$ cat src/rtl/rpn_evaluator.sv
// rpn_evaluator: reverse-Polish token evaluator driving an external push/pop stack
module rpn_evaluator #(
    parameter int WIDTH = 4,
    parameter int DEPTH = 16
) (
    input  logic                       clk,
    input  logic                       rst,
    input  logic                       tok_valid,
    input  logic                       tok_is_op,
    input  logic [WIDTH-1:0]           tok_data,
    output logic                       tok_ready,
    output logic                       stk_push,
    output logic                       stk_pop,
    output logic [WIDTH-1:0]           stk_din,
    input  logic [WIDTH-1:0]           stk_dout,
    input  logic [$clog2(DEPTH):0]     stk_size,
    input  logic                       stk_empty,
    input  logic                       stk_full,
    output logic                       res_valid,
    output logic [WIDTH-1:0]           res_data,
    output logic [1:0]                 err_code
);
    localparam int SW = $clog2(DEPTH) + 1;

    typedef enum logic [2:0] {IDLE, PUSH, POP_B, EXEC, DONE, ERR, FLUSH} state_t;

    state_t           state, state_n;
    logic [1:0]       op, op_n, err_n;
    logic [WIDTH-1:0] b_reg, b_n, din_r, din_n, res_n, alu;

    always_ff @(posedge clk) begin
        if (rst) begin
            state    <= IDLE;
            op       <= '0;
            b_reg    <= '0;
            din_r    <= '0;
            res_data <= '0;
            err_code <= '0;
        end else begin
            state    <= state_n;
            op       <= op_n;
            b_reg    <= b_n;
            din_r    <= din_n;
            res_data <= res_n;
            err_code <= err_n;
        end
    end

    always_comb begin
        state_n = state;
        op_n    = op;
        b_n     = b_reg;
        din_n   = din_r;
        res_n   = res_data;
        err_n   = err_code;
        case (state)
            IDLE: if (tok_valid) begin
                if (!tok_is_op) begin
                    if (stk_full) begin
                        state_n = ERR;
                        err_n   = 2'b01;
                        res_n   = '0;
                    end else begin
                        state_n = PUSH;
                        din_n   = tok_data;
                    end
                end else if (tok_data[1:0] == 2'b11) begin
                    if (stk_size == SW'(1)) begin
                        state_n = DONE;
                        res_n   = stk_dout;
                        err_n   = 2'b00;
                    end else begin
                        state_n = ERR;
                        err_n   = 2'b11;
                        res_n   = '0;
                    end
                end else if (stk_size < SW'(2)) begin
                    state_n = ERR;
                    err_n   = 2'b10;
                    res_n   = '0;
                end else begin
                    state_n = POP_B;
                    op_n    = tok_data[1:0];
                end
            end
            PUSH:    state_n = IDLE;
            POP_B: begin
                b_n     = stk_dout;
                state_n = EXEC;
            end
            EXEC:    state_n = IDLE;
            DONE:    state_n = IDLE;
            ERR:     state_n = stk_empty ? IDLE : FLUSH;
            FLUSH:   state_n = (stk_size <= SW'(1)) ? IDLE : FLUSH;
            default: state_n = IDLE;
        endcase
    end

    // the deeper operand is still on top of the stack during EXEC
    assign alu = (op == 2'b00) ? stk_dout + b_reg :
                 (op == 2'b01) ? stk_dout - b_reg : stk_dout * b_reg;

    assign stk_din   = (state == EXEC) ? alu : din_r;
    assign tok_ready = state == IDLE;
    assign stk_push  = state == PUSH || state == EXEC;
    assign stk_pop   = state == POP_B || state == EXEC || state == DONE || state == FLUSH;
    assign res_valid = state == DONE || state == ERR;
endmodule
$ cat config.mk
export PLATFORM = sky130hd
export DESIGN_NAME = rpn_evaluator
export DESIGN_NICKNAME = d
export VERILOG_FILES = /design/src/rtl/rpn_evaluator.sv
export SDC_FILE = /design/constraint.sdc
export NUM_CORES = 1
export LEC_CHECK = 0
export BUFFER_PORTS_ARGS = -buffer_cell sky130_fd_sc_hd__buf_2
export CAP_MARGIN = 20
export CELL_PAD_IN_SITES_DETAIL_PLACEMENT = 0
export CELL_PAD_IN_SITES_GLOBAL_PLACEMENT = 1
export CORE_UTILIZATION = 38
export DETAILED_ROUTE_END_ITERATION = 6
export PLACE_DENSITY = 0.83
export SLEW_MARGIN = 20
export SYNTH_ARGS = -nofsm -noshare
export SYNTH_HDL_FRONTEND = slang
export SYNTH_SLANG_ARGS = --single-unit
$ cat constraint.sdc
create_clock -name clk -period 3.9 [get_ports clk]
set_input_delay 0.78 -clock clk [delete_from_list [all_inputs] [get_ports clk]]
set_output_delay 0.78 -clock clk [all_outputs]
set_load 0.01 [all_outputs]
==> results of run 1 <==
## cells in the mapped netlist (all sizes together) (4+ instances only)
cell and count:
a22oi 5, nand2 18, dfxtp 19, clkbuf 4
xnor2 5, a21oi 16, nand3 6, nor2b 8
o21ai 8, nor3 4, ha 10, mux2i 6
nor2 22, inv 6
## critical path: cells and delay by family
kind | cells | cell delay (ns)
xor+xnor | 3 | 0.56
compound gates | 1 | 0.07
fa+ha+maj | 4 | 1.01
buf+inv | 2 | 0.29
simple gates | 1 | 0.21
## power breakdown
group          internal, W  switching, W
clock network    0.0000381     0.0000590
registers         0.000202     0.0000138
logic            0.0000485     0.0000575
## cell families (layout without fill, tap and decap cells)
family / Yosys count / after routing / synth area share, %
buf+inv: 13 / 42 / 3.965
compound gates: 36 / 36 / 17.09
flops: 19 / 19 / 28.71
mux: 6 / 6 / 4.533
fa+ha+maj: 12 / 12 / 12.46
simple gates: 68 / 68 / 26.91
xor+xnor: 8 / 8 / 6.327
## routing by layer
layer / GRT usage (%) / share of wire (%) / vias to the layer above
li1: - / - / 620
met1: 20.88 / 47 / 567
met2: 25.62 / 48 / 34
met3: 2.941 / 4.6 / 2
met4: 5.519 / 0.58 / 0
met5: 0 / 0 / -
## metrics by stage
step | hold WS (ns) | std cells
after floorplan | 0.4363 | 162
final | 0.4621 | 237
after global placement | 0.4484 | 233
after CTS | 0.4635 | 237
after global routing | 0.4810 | 237
after detailed placement | 0.4472 | 233
## cell type report
class                           count  share of cell area [%]
Clock buffer                        3                   1.462
Tap cell                           46                   3.737
Clock inverter                      1                  0.3249
Sequential cell                    19                   24.70
Multi-Input combinational cell    130                   57.92
Inverter                            6                   1.462
Timing Repair Buffer               32                   10.40
## path summary, 6_finish.rpt
path	from	end	slack, ns	cells past startpoint
worst min-delay path	din_r[0]	din_r[0]	0.46	2
worst max register to register	state[1]	res_data[2]	2.24	5
worst min register to register	din_r[0]	din_r[0]	0.46	2
worst max-delay path	stk_dout[1]	stk_din[3]	0.21	11
==> reports/results.ini, run 1 <==
[worst_setup_path]
cpMaxStageDelayCell=ha_1
path_cells=buf_2 > ha_1 > ha_1 > ha_1 > ha_1 > xnor2_1 > xnor2_1 > xnor3_1 > nor3b_1 > a221oi_1 > buf_2
crit_fanout=7
worstPathArrival_ns=2.91
crit_type=in2out
critPathCaptureType=output pin
worst_path_most_repeated_cell=ha_1
max_stage_delay_ns=0.30
worst_setup_path_start_kind=primary input
required_ns=3.12

[synth]
ys_warn_count=0
netlist_top_cells_area=dfxtp_1 29%, ha_1 9.4%, nor2_1 6.2%
synth_top_flop_cell=dfxtp_1
yosys.area.top_type=dfxtp_1
ys_async_sr_fraction_pct=0
postSynthCellCount=162
syn_avg_cell_area_sq_um=8.179
synth_edf_count=0
synth_seq_area_share_pct=28.71
synth_cell_types=34
synth_top_area_share_pct=28.71
ys_ff_latch=19
synth_area_sq_mm=0.001325
synth_nets=193

[clock_network]
cts_root_buf=clkbuf_4
ctsHoldBuffers=0
clock-sinks=19
ctsResizeCount=0
cts_tree=built
htree_levels=1
clock_latency_ns=0.29
postCtsSetupRepairBufs=0
clock_path_buffers=2
clk_pin_slew_ns=0.10
numCtsBuffers=3

[detailed_routing]
drt_first_pass_iters=4
drc=0
initialDrtViolationCount=35
via_per_inst=5.160
antenna_left=0
vias=1223
wl_mm=2.744
wl_per_cell_microns=11.58

[global_route]
overflow=0
grt_pass1_vias=1049
grt_max_degree=19
antenna_found_initial=0
grt_usage_pct=15.73
grt_pass1_wl_mm=4.429

[die]
chipWidth_microns=61.05
die_h_microns=61.05
die_area_sq_mm=0.003727
initial_core_util_pct=39.71
rows=21
core_sq_mm=0.003337
ios=33

[place]
dp_slack_ns=0.2003
hpwl_mm=2.205
io_buffers=32
place_area_sq_mm=0.001513
place_congestion=0.8644

[timing]
setup_ws_ns=0.2072
fin_crit_sh_pct=94.69
fin_skew_ns=0.003719
max_freq_ghz=0.2708
finalSetupViolations=0
fin_tns_setup_ns=0
hold_violations=0
worst_pin_slew_ns=0.4738
maxSlewViolCount=0
slew_headroom_pct=68.28
rsz0062_at_grt=no
min_period_ns=3.693

[power_and_ir_drop]
total_power_w=0.0004192
power.density_mw_per_mm2=272.2
ir_worst_vdd_mv=0.1770
leakage_nw=0.6945

[cells_and_area]
num-fill-cells=353
final_cell_mix=32 x buf_2, 22 x nor2_1, 19 x dfxtp_1
finalInstanceArea_sq_mm=0.001540
final_layout_size_suffix_gt1_share_pct=21.99
multi_input_area_sq_um=892.1
fin_nets=223
syn2layout_area_growth_pct=16.24
final_util_pct=46.16
final_common_cell=buf_2
seq_area_sq_um=380.4
diodes=0

[job]
max_cap_viol_count=0

[outcome]
status=finished, final reports clean

[worst_hold_path]
hold_class=reg2reg

Power figures use the tool's default switching activity.
==> run 2, diff against run 1 <==
--- a/config.mk
+++ b/config.mk
@@ -9,9 +9,10 @@
 export CAP_MARGIN = 20
 export CELL_PAD_IN_SITES_DETAIL_PLACEMENT = 0
 export CELL_PAD_IN_SITES_GLOBAL_PLACEMENT = 1
-export CORE_UTILIZATION = 38
+export CORE_UTILIZATION = 30
+export CTS_BUF_LIST = sky130_fd_sc_hd__clkbuf_2 sky130_fd_sc_hd__clkbuf_4 sky130_fd_sc_hd__clkbuf_8
 export DETAILED_ROUTE_END_ITERATION = 6
-export PLACE_DENSITY = 0.83
+export PLACE_DENSITY = 0.69
 export SLEW_MARGIN = 20
 export SYNTH_ARGS = -nofsm -noshare
 export SYNTH_HDL_FRONTEND = slang
==> run 2 against run 1 <==
  * Cell area rose by 1.7%
  * Routed wire length is 10% higher
  * Register-to-register slack barely moved
  * Largest cell class unchanged
  * Highest routed layer unchanged
  * Critical endpoint unchanged
  * Clock power increased by 45%
  * Worst setup slack worse by 0.054 ns
==> reports/results.ini, run 2 (same netlist as run 1, synthesis figures left out) <==
[outcome]
status=finished, final reports clean

[clock_network]
htree_levels=1
cts_root_buf=clkbuf_8
cts_tree=built
clk_pin_slew_ns=0.07
postCtsSetupRepairBufs=0
clock_latency_ns=0.25
ctsResizeCount=0
clock_path_buffers=2
clock-sinks=19
numCtsBuffers=3
ctsHoldBuffers=0

[power_and_ir_drop]
ir_worst_vdd_mv=0.1193
total_power_w=0.0004647
leakage_nw=0.7030
power.density_mw_per_mm2=296.6

[cells_and_area]
diodes=0
fin_nets=223
seq_area_sq_um=380.4
num-fill-cells=428
multi_input_area_sq_um=892.1
final_common_cell=buf_2
final_cell_mix=32 x buf_2, 22 x nor2_1, 19 x dfxtp_1
syn2layout_area_growth_pct=18.22
finalInstanceArea_sq_mm=0.001567
final_layout_size_suffix_gt1_share_pct=21.99

[worst_setup_path]
crit_type=in2out
rr_endpoint=res_data[1]
worstPathArrival_ns=2.97
crit_fanout=7
rrSetupSlack_ns=2.25
worst_setup_path_start_kind=primary input
critPathCaptureType=output pin
regToRegStartpoint=state[1]
required_ns=3.12
worstRegToRegCells=5

[timing]
finalSetupViolations=0
max_freq_ghz=0.2669
min_period_ns=3.746
maxSlewViolCount=0
worst_pin_slew_ns=0.4790
slew_headroom_pct=67.93
fin_tns_setup_ns=0
hold_violations=0
fin_crit_sh_pct=96.06
fin_skew_ns=0.001254
rsz0062_at_grt=no

[die]
die_area_sq_mm=0.004687
chipWidth_microns=68.46
rows=23
ios=33
die_h_microns=68.46
initial_core_util_pct=32.20
core_sq_mm=0.004115

[place]
place_area_sq_mm=0.001518
hpwl_mm=2.458
place_congestion=0.8286
io_buffers=32

[global_route]
overflow=0
grt_max_degree=19
gr-usage-met1_pct=19.04
grt_usage_pct=14.15
met3_usage_pct=1.000
grt_pass1_wl_mm=5.050
antenna_found_initial=0
use_met2_pct=23.65
grt_pass1_vias=1170
grt_most_used_layer=met2

[worst_hold_path]
worstHoldPathCells=2
hp-start=din_r[0]
whs_endpoint=din_r[0]
hold_class=reg2reg

[detailed_routing]
wl_per_cell_microns=12.54
wl_mm=3.021
initialDrtViolationCount=37
vias=1185
antenna_left=0
drt_first_pass_iters=4
via_per_inst=4.917
drc=0

[job]
max_cap_viol_count=0

run 2: cell type report:
class	count	area share [%]
Inverter	6	1.438
Multi-Input combinational cell	130	56.95
Timing Repair Buffer	32	10.22
Tap cell	50	3.994
Sequential cell	19	24.28
Clock buffer	4	3.115
run 2: where the power goes:
group          switching (W)  internal, W  leakage, nW
Clock              0.0000620    0.0000795       0.0262
Combinational      0.0000577    0.0000487        0.523
Sequential         0.0000143     0.000202        0.154
run 2: worst max-delay path, stage by stage:
cell and delay (ns):
buf_2 0.14, ha_1 0.23, ha_1 0.28, ha_1 0.31, ha_1 0.22, xnor2_1 0.19, xnor2_1 0.15, xnor3_1 0.23
nor3b_1 0.21, a221oi_1 0.07, buf_2 0.15
run 2: stage by stage:
step / hold WS (ns) / std cells / util [%] / worst slack (ns)
finish: 0.4609 / 241 / 38.07 / 0.1536
global route: 0.4992 / 241 / 38.07 / 0.04789
CTS: 0.4634 / 241 / 38.07 / 0.1183
detailed placement: 0.4519 / 237 / 36.88 / 0.1267
global placement: 0.4533 / 237 / 36.88 / 0.2595
floorplan: 0.4363 / 162 / - / 0.5486
run 2: worst max-delay path by stage:
stage | start | endpoint | slack [ns]
floorplan | stk_dout[1] | stk_din[3] | 0.55
global placement | stk_dout[1] | stk_din[3] | 0.26
detailed placement | stk_dout[1] | stk_din[3] | 0.13
CTS | stk_dout[1] | stk_din[3] | 0.12
global route | stk_dout[1] | stk_din[3] | 0.05
finish | stk_dout[1] | stk_din[3] | 0.15
run 2: routing by layer:
layer	wire (microns)	share of wire (%)
met2	1383	46
met4	26	0.86
met1	1539	51
met3	71	2.4
met5	0	0
